### src/rtl/lf_conf_pkg.sv
// rtl/lf_conf_pkg.sv - shared command/mode codes and frame width for the LF config receiver
// Contents: cmd_e (SPI command nibble), mode_e (major-mode field of conf_word), FRAME_W_DEFAULT.
package lf_conf_pkg;

  localparam int FRAME_W_DEFAULT = 16;

  // Command nibble carried in the top four bits of each frame.
  typedef enum logic [3:0] {
    CMD_SET_CONF      = 4'd1,
    CMD_SET_DIVISOR   = 4'd2,
    CMD_SET_USER_BASE = 4'd3
  } cmd_e;

  // Major-mode field, conf_word[7:5].
  typedef enum logic [2:0] {
    MODE_READER      = 3'd0,
    MODE_EDGE_DETECT = 3'd1,
    MODE_PASSTHRU    = 3'd2
  } mode_e;

endpackage

### src/rtl/lf_sync_edge.sv
// rtl/lf_sync_edge.sv - multi-flop synchroniser with rise/fall pulse outputs
// Ports:
//   clk, resetn : sampling clock, synchronous active-low reset
//   d           : asynchronous input
//   level       : synchronised level (RESET_VAL while in reset)
//   rise, fall  : one-cycle pulses on 0->1 / 1->0 transitions of level
module lf_sync_edge #(
  parameter int   STAGES    = 2,
  parameter logic RESET_VAL = 1'b0
) (
  input  logic clk,
  input  logic resetn,
  input  logic d,
  output logic level,
  output logic rise,
  output logic fall
);

  logic [STAGES-1:0] sync_q;
  logic              prev_q;

  always_ff @(posedge clk) begin
    if (!resetn) begin
      sync_q <= {STAGES{RESET_VAL}};
      prev_q <= RESET_VAL;
    end else begin
      sync_q <= {sync_q[STAGES-2:0], d};
      prev_q <= sync_q[STAGES-1];
    end
  end

  assign level = sync_q[STAGES-1];
  assign rise  = level & ~prev_q;
  assign fall  = ~level & prev_q;

endmodule

### src/rtl/lf_spi_conf.sv
// rtl/lf_spi_conf.sv - SPI-slave configuration receiver oversampled in the pck0 domain
// Ports:
//   pck0, nreset         : system clock, synchronous active-low reset
//   spck, mosi, ncs      : asynchronous SPI slave pins (mode 0, MSB first)
//   miso                 : readback of the last accepted frame, 0 while ncs is high
//   conf_word, major_mode: configuration word and its [7:5] mode field
//   mode_sel, mode_valid : one-hot mode select (all zero when the mode is unimplemented)
//   divisor, user_bytes  : divisor and packed user bytes (byte k at [8k+7:8k])
//   cfg_update, frame_err: one-cycle pulses on register write / frame rejection
module lf_spi_conf
  import lf_conf_pkg::*;
#(
  parameter int FRAME_W           = FRAME_W_DEFAULT,
  parameter int NUM_USER          = 2,
  parameter int NUM_MODES         = 3,
  parameter int SYNC_STAGES       = 2,
  parameter int DIV_DEFAULT       = 95,
  parameter int ED_THRESH_DEFAULT = 127
) (
  input  logic                  pck0,
  input  logic                  nreset,
  input  logic                  spck,
  input  logic                  mosi,
  input  logic                  ncs,
  output logic                  miso,
  output logic [7:0]            conf_word,
  output logic [2:0]            major_mode,
  output logic [NUM_MODES-1:0]  mode_sel,
  output logic                  mode_valid,
  output logic [7:0]            divisor,
  output logic [8*NUM_USER-1:0] user_bytes,
  output logic                  cfg_update,
  output logic                  frame_err
);

  // Counter saturates one past a full frame so long frames stay distinguishable.
  localparam int                CNT_W    = $clog2(FRAME_W + 2);
  localparam logic [CNT_W-1:0]  CNT_FULL = CNT_W'(FRAME_W);
  localparam logic [CNT_W-1:0]  CNT_SAT  = CNT_W'(FRAME_W + 1);

  logic spck_lvl, spck_rise, spck_fall_unused;
  logic ncs_lvl, ncs_rise, ncs_fall;
  logic mosi_lvl, mosi_rise_unused, mosi_fall_unused;

  lf_sync_edge #(.STAGES(SYNC_STAGES), .RESET_VAL(1'b0)) u_sync_spck (
    .clk    (pck0),
    .resetn (nreset),
    .d      (spck),
    .level  (spck_lvl),
    .rise   (spck_rise),
    .fall   (spck_fall_unused)
  );

  lf_sync_edge #(.STAGES(SYNC_STAGES), .RESET_VAL(1'b1)) u_sync_ncs (
    .clk    (pck0),
    .resetn (nreset),
    .d      (ncs),
    .level  (ncs_lvl),
    .rise   (ncs_rise),
    .fall   (ncs_fall)
  );

  lf_sync_edge #(.STAGES(SYNC_STAGES), .RESET_VAL(1'b0)) u_sync_mosi (
    .clk    (pck0),
    .resetn (nreset),
    .d      (mosi),
    .level  (mosi_lvl),
    .rise   (mosi_rise_unused),
    .fall   (mosi_fall_unused)
  );

  logic [CNT_W-1:0]   bit_cnt;
  logic [FRAME_W-1:0] shift_reg;
  logic [FRAME_W-1:0] readback;
  logic [FRAME_W-1:0] miso_sh;
  logic [7:0]         user_byte [NUM_USER];

  logic [3:0] cmd;
  logic [7:0] data;
  logic       cmd_user;
  logic       cmd_ok;

  assign cmd  = shift_reg[FRAME_W-1 -: 4];
  assign data = shift_reg[7:0];

  always_comb begin
    cmd_user = 1'b0;
    for (int k = 0; k < NUM_USER; k++) begin
      if (int'(cmd) == int'(CMD_SET_USER_BASE) + k) cmd_user = 1'b1;
    end
    cmd_ok = (cmd == CMD_SET_CONF) || (cmd == CMD_SET_DIVISOR) || cmd_user;
  end

  always_ff @(posedge pck0) begin
    if (!nreset) begin
      bit_cnt    <= '0;
      shift_reg  <= '0;
      readback   <= '0;
      miso_sh    <= '0;
      conf_word  <= '0;
      divisor    <= 8'(DIV_DEFAULT);
      cfg_update <= 1'b0;
      frame_err  <= 1'b0;
      for (int k = 0; k < NUM_USER; k++) user_byte[k] <= '0;
    end else begin
      cfg_update <= 1'b0;
      frame_err  <= 1'b0;

      if (ncs_fall) begin
        bit_cnt <= '0;
        miso_sh <= readback;
      end else if (spck_rise && !ncs_lvl) begin
        shift_reg <= {shift_reg[FRAME_W-2:0], mosi_lvl};
        miso_sh   <= {miso_sh[FRAME_W-2:0], 1'b0};
        if (bit_cnt != CNT_SAT) bit_cnt <= bit_cnt + 1'b1;
      end

      // A spck rise in the ncs-rise cycle is already excluded above (ncs_lvl is 1).
      if (ncs_rise) begin
        if (bit_cnt == CNT_FULL && cmd_ok) begin
          cfg_update <= 1'b1;
          readback   <= shift_reg;
          if (cmd == CMD_SET_CONF) begin
            conf_word <= data;
            if (data[7:5] == MODE_EDGE_DETECT) user_byte[0] <= 8'(ED_THRESH_DEFAULT);
          end
          if (cmd == CMD_SET_DIVISOR) divisor <= data;
          for (int k = 0; k < NUM_USER; k++) begin
            if (int'(cmd) == int'(CMD_SET_USER_BASE) + k) user_byte[k] <= data;
          end
        end else begin
          frame_err <= 1'b1;
        end
      end
    end
  end

  // Suppress the stale shifter MSB during the ncs-fall cycle, before the reload lands.
  assign miso = ~ncs_lvl & ~ncs_fall & miso_sh[FRAME_W-1];

  always_comb begin
    user_bytes = '0;
    for (int k = 0; k < NUM_USER; k++) user_bytes[8*k +: 8] = user_byte[k];
  end

  assign major_mode = conf_word[7:5];
  assign mode_valid = int'(major_mode) < NUM_MODES;

  always_comb begin
    mode_sel = '0;
    if (mode_valid) begin
      for (int i = 0; i < NUM_MODES; i++) mode_sel[i] = (int'(major_mode) == i);
    end
  end

endmodule

### config.mk
export PLATFORM = sky130hd
export DESIGN_NAME = lf_spi_conf
export DESIGN_NICKNAME = d
export VERILOG_FILES = /design/src/rtl/lf_conf_pkg.sv /design/src/rtl/lf_sync_edge.sv /design/src/rtl/lf_spi_conf.sv
export SDC_FILE = /design/constraint.sdc
export NUM_CORES = 1
export LEC_CHECK = 0
export BUFFER_PORTS_ARGS = -buffer_cell sky130_fd_sc_hd__buf_4
export CAP_MARGIN = 5
export CORE_ASPECT_RATIO = 0.9
export CORE_MARGIN = 1.5
export CORE_UTILIZATION = 55
export CTS_CLUSTER_SIZE = 40
export DETAILED_ROUTE_END_ITERATION = 8
export GPL_TIMING_DRIVEN = 0
export PLACE_DENSITY = 0.77
export SETUP_SLACK_MARGIN = 0.1
export SYNTH_ARGS = -nofsm -noshare
export SYNTH_HDL_FRONTEND = slang
export SYNTH_HIERARCHICAL = 1
export SYNTH_SLANG_ARGS = --single-unit
### constraint.sdc
create_clock -name pck0 -period 2.84 [get_ports pck0]
set_input_delay 0.284 -clock pck0 [delete_from_list [all_inputs] [get_ports pck0]]
set_output_delay 0.284 -clock pck0 [all_outputs]
set_load 0.005 [all_outputs]
== Word level (Yosys, flattened, before mapping) ==
Memories as Yosys holds them, arrays and structs flattened.
Cells that the tools add are included.

* Output and inout port bits: 42
* Memories: 1
* Register bits after elaboration: 79
* Bits in read-only memories: 0
* Latch bits: 0
* Bits in writable memories: 16
* Word-level logic and storage cells: 78
* Input port bits: 5

{| class="wikitable"
|+ Memory list
! memory !! depth !! bits a word !! read ports !! clocked after Yosys merged registers in !! wr ports !! line !! source
|-
| user_byte || 2 || 8 || 2 || 0 || 2 || lf_spi_conf.sv:76 || <nowiki>logic [7:0] user_byte [NUM_USER];</nowiki>
|}

* Reduce and logical (&&, ||, !) cells: 14
* Shift operators: 0
* Multiplexer cells: 26
* Bitwise operators: 13
* Equal/unequal tests: 9
* Multiply operators: 0
* Order comparisons: 1
* $add $sub $neg: 1
* Div/mod/pow operators: 0

{| class="wikitable"
|+ Operator list
! operator !! number
|-
| $mux W16 || 2
|-
| $mux W8 || 3
|-
| $mux W1 || 20
|-
| $reduce_and A2 Y1 || 4
|-
| $reduce_and A3 Y1 || 2
|-
| $add A5 B1 Y5 const B || 1
|-
| $and A1 B1 Y1 || 5
|-
| $eq A5 B5 Y1 const B || 1
|-
| $ne A5 B5 Y1 const B || 1
|-
| $not A1 Y1 || 5
|-
| $eq A4 B1 Y1 const B || 1
|-
| $eq A4 B2 Y1 const B || 1
|-
| $eq A4 B3 Y1 const B || 1
|-
| $eq A4 B4 Y1 const B || 1
|-
| $eq A3 B1 Y1 const B || 1
|-
| $eq A3 B2 Y1 const B || 1
|-
| $eq A3 B3 Y1 const B || 1
|-
| $logic_not A3 Y1 || 1
|-
| $lt A3 B2 Y1 const B || 1
|-
| $mux W3 || 1
|-
| $or A1 B1 Y1 || 3
|-
| $logic_and A1 B1 Y1 || 2
|-
| $logic_or A1 B1 Y1 || 2
|-
| $reduce_bool A2 Y1 || 1
|-
| 2 further kinds || 2
|}

== Logic depth before layout (Yosys ltp) ==
Gate-level depths: netlist (run 1).

* Depth in word-level cells: 11
* Mapped depth: 8
* Mapped depth without buffers: 5

== By module ==
Netlist (run 1), hierarchy kept.

{| class="wikitable"
|+ By module, submodules not included
! module !! sequential area each (µm²) !! cells an instance !! area an instance (µm²) !! instances
|-
| lf_spi_conf || 1,901.8 || 392 || 3,712.3 || 1
|-
| lf_sync_edge || 60.1 || 8 || 91.3 || 3
|}

== Worst setup path after synthesis (run 1) ==
No wires, ideal clock.

* Kind: reg-to-reg
* From: register u_sync_ncs.sync_q[1]
* To: memory user_byte[1][2] (netlist: user_byte[0][10]) (enable)
* Setup time: 384 ps
* Path slack: 773 ps
* Required time: 2,456 ps
* Buffers on the path: 1
* Data arrival time: 1,683 ps
* Cell stages (with the launch flop): 6
* Clock period less this slack: 2,067 ps
* Path through: dfxtp_1 nor2b_1 and3b_1 clkbuf_1 nand2_1 o21ai_0

{| class="wikitable"
|+ RTL lines
! what !! line !! source
|-
| start: declaration || lf_sync_edge.sv:19 || <nowiki>logic [STAGES-1:0] sync_q;</nowiki>
|-
| start signal: assignment || lf_sync_edge.sv:24 || <nowiki>sync_q <= {STAGES{RESET_VAL}};</nowiki>
|-
| start signal: assignment || lf_sync_edge.sv:27 || <nowiki>sync_q <= {sync_q[STAGES-2:0], d};</nowiki>
|-
| end: declaration || lf_spi_conf.sv:76 ||
|}

==> results of run 1 <==
-- layout make-up --
type,instances,share of cell area [%]
Clock inverter,2,1.29
Multi-Input combinational cell,272,35.8
Buffer,31,3.58
Sequential cell,95,44.4
Timing Repair Buffer,46,7.44
Inverter,13,1.05
Clock buffer,13,3.91
Tap cell,93,2.51
-- power groups by stage --
stage | registers, mW | clock network [mW] | logic (mW)
3_3_place_gp | 1.43 | 0 | 0.0870
6_report | 1.40 | 1.03 | 0.0892
2_1_floorplan | 1.43 | 0 | 0.0530
4_1_cts | 1.40 | 1.05 | 0.0896
3_5_place_dp | 1.43 | 0 | 0.0893
5_1_grt | 1.40 | 1.11 | 0.0994
-- stage by stage --
stage,hold slack [ps],std cells,power (mW),utilization (%)
floorplan,357,411,1.48,-
global route,106,565,2.61,66.3
CTS,101,565,2.54,66.3
global placement,390,550,1.52,62.9
finish,113,565,2.52,66.3
detailed placement,399,550,1.52,62.9
-- repair_timing --
| item | 4_1_cts | 5_1_grt |
|---|---|---|
| buffers inserted | 0 | 0 |
| gates resized for setup | 0 | 1 |
| endpoints found under the setup margin | 0 | 8 |
-- how the worst min path moves through the flow --
stage | startpoint | end | slack, ps | depth (start not counted)
after floorplan | nreset | u_sync_ncs/sync_q[0]$_SDFF_PN1_ | 360 | 1
after global placement | u_sync_ncs/sync_q[0]$_SDFF_PN1_ | u_sync_ncs/sync_q[1]$_SDFF_PN1_ | 390 | 1
after detailed placement | u_sync_ncs/sync_q[0]$_SDFF_PN1_ | u_sync_ncs/sync_q[1]$_SDFF_PN1_ | 400 | 1
after CTS | ncs | u_sync_ncs/sync_q[0]$_SDFF_PN1_ | 100 | 2
after global routing | ncs | u_sync_ncs/sync_q[0]$_SDFF_PN1_ | 110 | 2
final | ncs | u_sync_ncs/sync_q[0]$_SDFF_PN1_ | 110 | 2
-- cells in the final DEF (no fill, tap or decap), types with 6 or more instances in the layout --
cell type / instances
nand2_1: 79
dfxtp_1: 79
buf_4: 49
mux2i_1: 45
nor2_1: 38
a211oi_1: 30
a21oi_1: 22
clkbuf_1: 21
edfxtp_1: 16
inv_1: 12
clkbuf_8: 9
and2_1: 7
buf_2: 6
-- worst max-delay path: cells and delay by family (launching register included) --
family | cells | cell delay (ps)
simple gates | 3 | 590
compound gates | 1 | 590
flops | 1 | 460
buf+inv | 1 | 240
-- per-layer routing --
| metal | up-vias | wire, microns | GRT usage, % |
|---|---|---|---|
| li1 | 1523 | - | - |
| met1 | 1461 | 3720 | 29.9 |
| met2 | 90 | 3870 | 37.3 |
| met3 | 17 | 526 | 7.23 |
| met4 | 0 | 187 | 8.39 |
| met5 | - | 0 | 0 |
==> impl_metrics.yaml, run 1 <==
drt:
  ant_nets: 0
  drt_iter0_markers: 181
  drc_errors: 0
  routedWlPerCell_microns: 14.7
  wl_mm: 8.31
  first_pass_iters: 4
  vias: 3091
  vias_per_cell: 5.47
power:
  p_sw_mw: 0.500
  comb_power_share_pct: 3.5
  internal-power_mw: 2.02
  powerDensity_mw_per_mm2: 543
  p_sw_share_pct: 19.8
  cellLeakagePower_nw: 1.82
  p_clk_share_pct: 41.0
  pwr-share-seq_pct: 55.5
  peakVddDrop_v: 0.000320
worst_setup_path:
  worstPathCellList: "nor2b_1 > and3b_1 > clkbuf_1 > nand2_1 > o21ai_1"
  path_class: "register to register"
  reg2regPathDepth: 5
  cp_max_fo: 8
  cp.required_ps: 2830
  endpoint: "user_byte[0][11]$_SDFFCE_PN0P_"
  cp.arrival_ps: 2230
  reg2reg_from: "u_sync_ncs/sync_q[1]$_SDFF_PN1_"
  r2r_slack_ps: 590
  cp-startpoint: "u_sync_ncs/sync_q[1]$_SDFF_PN1_"
  rr_endpoint: "user_byte[0][11]$_SDFFCE_PN0P_"
  cp_slowest_cell: "o21ai_1"
  max_stage_delay_ps: 590
  critPathLaunchType: "register"
  endpoint_kind: "register"
sta:
  period_share_pct: 79.1
  slew_viol_final: 0
  tns_ps: 0
  setup_viol: 0
  hold_viol: 0
  worstMarginPinSlew_ps: 711
  rsz0062_at_grt: "false"
  worst_slack_ps: 593
  fin_crit_ps: 2250
  max_freq_ghz: 0.445
  slew_headroom_pct: 52.3
  clock_skew_ps: 10.6
floorplanning:
  ios: 47
  start_util_pct: 56.3
  core_area_sq_mm: 0.00700
  die_area_sq_mm: 0.00768
  row_count: 29
  die_width_microns: 92.2
  die_y_microns: 83.3
min_path:
  hold_class: "primary input to register"
placed_design:
  gp_congestion: 0.846
  hpwl_mm: 5.93
  port_buffers: 46
  place_ws_ps: 329
  post_dp_cell_area_sq_mm: 0.00440
cts:
  cts-htree-levels: 3
  cts_root_buf: "clkbuf_8"
  cts_tree: "yes"
  cts_buffers: 9
  clk_latency_ps: 360
  clock_sinks: 95
  postCtsHoldBufs: 0
  clk_transition_reported_paths_ps: 90
  clk_path_buf_depth: 2
global_routing:
  grt_usage_pct: 23.4
  gr-total-overflow: 0
  grt_pass1_vias: 2972
  grt_pass1_wl_mm: 14.1
  grt_start_max_net_pins: 16
  antenna_found_initial: 0
cells_and_area:
  diodes: 0
  area_growth_syn_to_layout_pct: 17.8
  n_fill_cell: 583
  multi_input_area_sq_mm: 0.00166
  nNetsFinal: 476
  regArea_sq_mm: 0.00206
  drive_gt1_share_pct: 16.3
  final_area_sq_mm: 0.00464
synth:
  synth_nets: 419
  synthCells: 411
  synth.avg_cell_area_sq_um: 9.59
  synth.cell_area_sq_mm: 0.00394
  yosys_warnings: 6
flow_run:
  drv_cap: 0
run_status:
  status: "finished clean"
No activity file was read; power rests on OpenSTA's default activity.
==> inputs of run 2 (changes only) <==
--- a/config.mk
+++ b/config.mk
@@ -5,6 +5,7 @@
 export SDC_FILE = /design/constraint.sdc
 export NUM_CORES = 1
 export LEC_CHECK = 0
+export ABC_AREA = 1
 export BUFFER_PORTS_ARGS = -buffer_cell sky130_fd_sc_hd__buf_4
 export CAP_MARGIN = 5
 export CORE_ASPECT_RATIO = 0.9
==> constraint.sdc (replaced) <==
create_clock -name pck0 -period 2.2 [get_ports pck0]
set_input_delay 0.22 -clock pck0 [delete_from_list [all_inputs] [get_ports pck0]]
set_output_delay 0.22 -clock pck0 [all_outputs]
set_load 0.005 [all_outputs]
==> run 2 against run 1 <==
Wire length decreased by 3.6%. Clock skew decreased by 1.3 ps. Fmax increased by 20%. Via count increased by 2.3%. Power increased by 26%. Cell area decreased by 3.0%. Synthesized cell count increased by 13%. Register-to-register slack got worse by 270 ps. Worst setup slack got worse by 270 ps. Critical path depth increased by 2. Critical path type unchanged. Largest cell class unchanged.
==> impl_metrics.yaml, run 2 <==
run_status:
  status: "finished clean"
cts:
  cts_root_buf: "clkbuf_8"
  clock_sinks: 95
  clk_latency_ps: 370
  cts_buffers: 9
  clk_transition_reported_paths_ps: 90
  clk_path_buf_depth: 2
  cts-htree-levels: 3
  cts_setup_buffers: 0
  cts_tree: "yes"
flow_run:
  drv_cap: 0
power:
  comb_power_share_pct: 3.3
  cellLeakagePower_nw: 2.08
  powerDensity_mw_per_mm2: 707
  pwr-share-seq_pct: 56.5
  p_clk_share_pct: 40.3
  total_power_mw: 3.19
  p_sw_share_pct: 20.6
  peakVddDrop_v: 0.000476
  p_sw_mw: 0.657
  internal-power_mw: 2.53
placed_design:
  post_dp_cell_area_sq_mm: 0.00427
  hpwl_mm: 5.70
  gp_congestion: 0.829
  port_buffers: 46
  dp_cells: 600
  place_ws_ps: 239
floorplanning:
  start_util_pct: 57.3
  ios: 47
  die_y_microns: 82.0
  core_area_sq_mm: 0.00666
  row_count: 28
  die_area_sq_mm: 0.00745
  die_width_microns: 90.8
worst_setup_path:
  reg2reg_from: "u_sync_ncs/sync_q[1]$_SDFF_PN1_"
  endpoint: "user_byte[0][10]$_SDFFCE_PN0P_"
  reg2regPathDepth: 7
  cp-startpoint: "u_sync_ncs/sync_q[1]$_SDFF_PN1_"
  endpoint_kind: "register"
  critPathLaunchType: "register"
  rr_endpoint: "user_byte[0][10]$_SDFFCE_PN0P_"
  cp.required_ps: 2260
  cp_max_fo: 10
  cp.arrival_ps: 1930
  path_class: "register to register"
  r2r_slack_ps: 320
drt:
  first_pass_iters: 5
  ant_nets: 0
  vias_per_cell: 5.13
  vias: 3161
  drc_errors: 0
  wl_mm: 8.00
  drt_iter0_markers: 229
  routedWlPerCell_microns: 13.0
synth:
  synth.avg_cell_area_sq_um: 8.22
  synth_nets: 472
  synthCells: 464
  synth.cell_area_sq_mm: 0.00381
  yosys_warnings: 6
cells_and_area:
  area_growth_syn_to_layout_pct: 18.1
  multi_input_area_sq_mm: 0.00139
  final_core_util_pct: 67.7
  regArea_sq_mm: 0.00206
  layout_commonest_cell: "nand2_1"
  final_cell_mix: "nand2_1, dfxtp_1, inv_1"
  nNetsFinal: 529
  n_fill_cell: 551
  finalNonFillerCells: 616
  final_area_sq_mm: 0.00451
  drive_gt1_share_pct: 20.3
  diodes: 0
sta:
  fin_crit_ps: 1880
  clock_skew_ps: 9.31
  period_share_pct: 85.2
  slew_headroom_pct: 57.7
  tns_ps: 0
  worstMarginPinSlew_ps: 635
  hold_slack_ps: 23.7
  setup_viol: 0
  max_freq_ghz: 0.533
  hold_viol: 0
  rsz0062_at_grt: "false"
  worst_slack_ps: 325
  slew_viol_final: 0
global_routing:
  antenna_found_initial: 0
  grt_usage_pct: 23.5
  grt_pass1_wl_mm: 13.6
  grt_pass1_vias: 2963
  gr-total-overflow: 0
  grt_start_max_net_pins: 16
min_path:
  hold_class: "primary input to register"
[run 2: how the worst min path moves through the flow]
stage | slack [ps] | endpoint | depth (start not counted) | start
finish | 20 | u_sync_ncs/sync_q[0]$_SDFF_PN1_ | 3 | ncs
detailed placement | 400 | u_sync_ncs/sync_q[0]$_SDFF_PN1_ | 3 | ncs
CTS | 20 | u_sync_mosi/sync_q[0]$_SDFF_PN0_ | 3 | mosi
global placement | 380 | u_sync_ncs/sync_q[1]$_SDFF_PN1_ | 2 | u_sync_ncs/sync_q[0]$_SDFF_PN1_
floorplan | 290 | u_sync_ncs/sync_q[0]$_SDFF_PN1_ | 1 | nreset
global route | 20 | u_sync_ncs/sync_q[0]$_SDFF_PN1_ | 3 | ncs
[run 2: timing repair]
item / 4_1_cts / 5_1_grt
endpoints found under the setup margin: 0 / 9
resized for setup: 0 / 4
endpoints found under the hold margin: 0 / 0
hold buffers: 0 / 0
[run 2: layout make-up]
type	count	share of cell area, %
clock inverter	3	1.47
multi-input combinational	283	30.9
buffer	22	2.86
sequential	95	45.8
clock buffer	13	3.53
timing repair buffer	46	7.66
tap	90	2.50
inverter	64	5.33
[run 2: metal layers]
layer  track usage (%)  vias up  share of wire, %
met2              38.3      105                46
li1                  -     1579                 -
met4              8.28        0               1.3
met5                 0        -                 0
met1              30.3     1463                46
met3              6.39       14               6.4
[run 2: power groups by stage]
stage                     Clock [mW]  Combinational (mW)  Sequential (mW)
after floorplan                    0              0.0517             1.84
after global placement             0               0.102             1.84
after detailed placement           0               0.103             1.84
after CTS                       1.30               0.104             1.80
after global routing            1.37               0.115             1.80
final                           1.28               0.104             1.80
[run 2: worst max-delay path: stages, from the launching register on]
cell     delay [ps]
dfxtp_1         430
inv_1            80
nor2_1          250
inv_1           160
nor2_8          190
buf_6           150
nand2_1         100
nand2_2         200
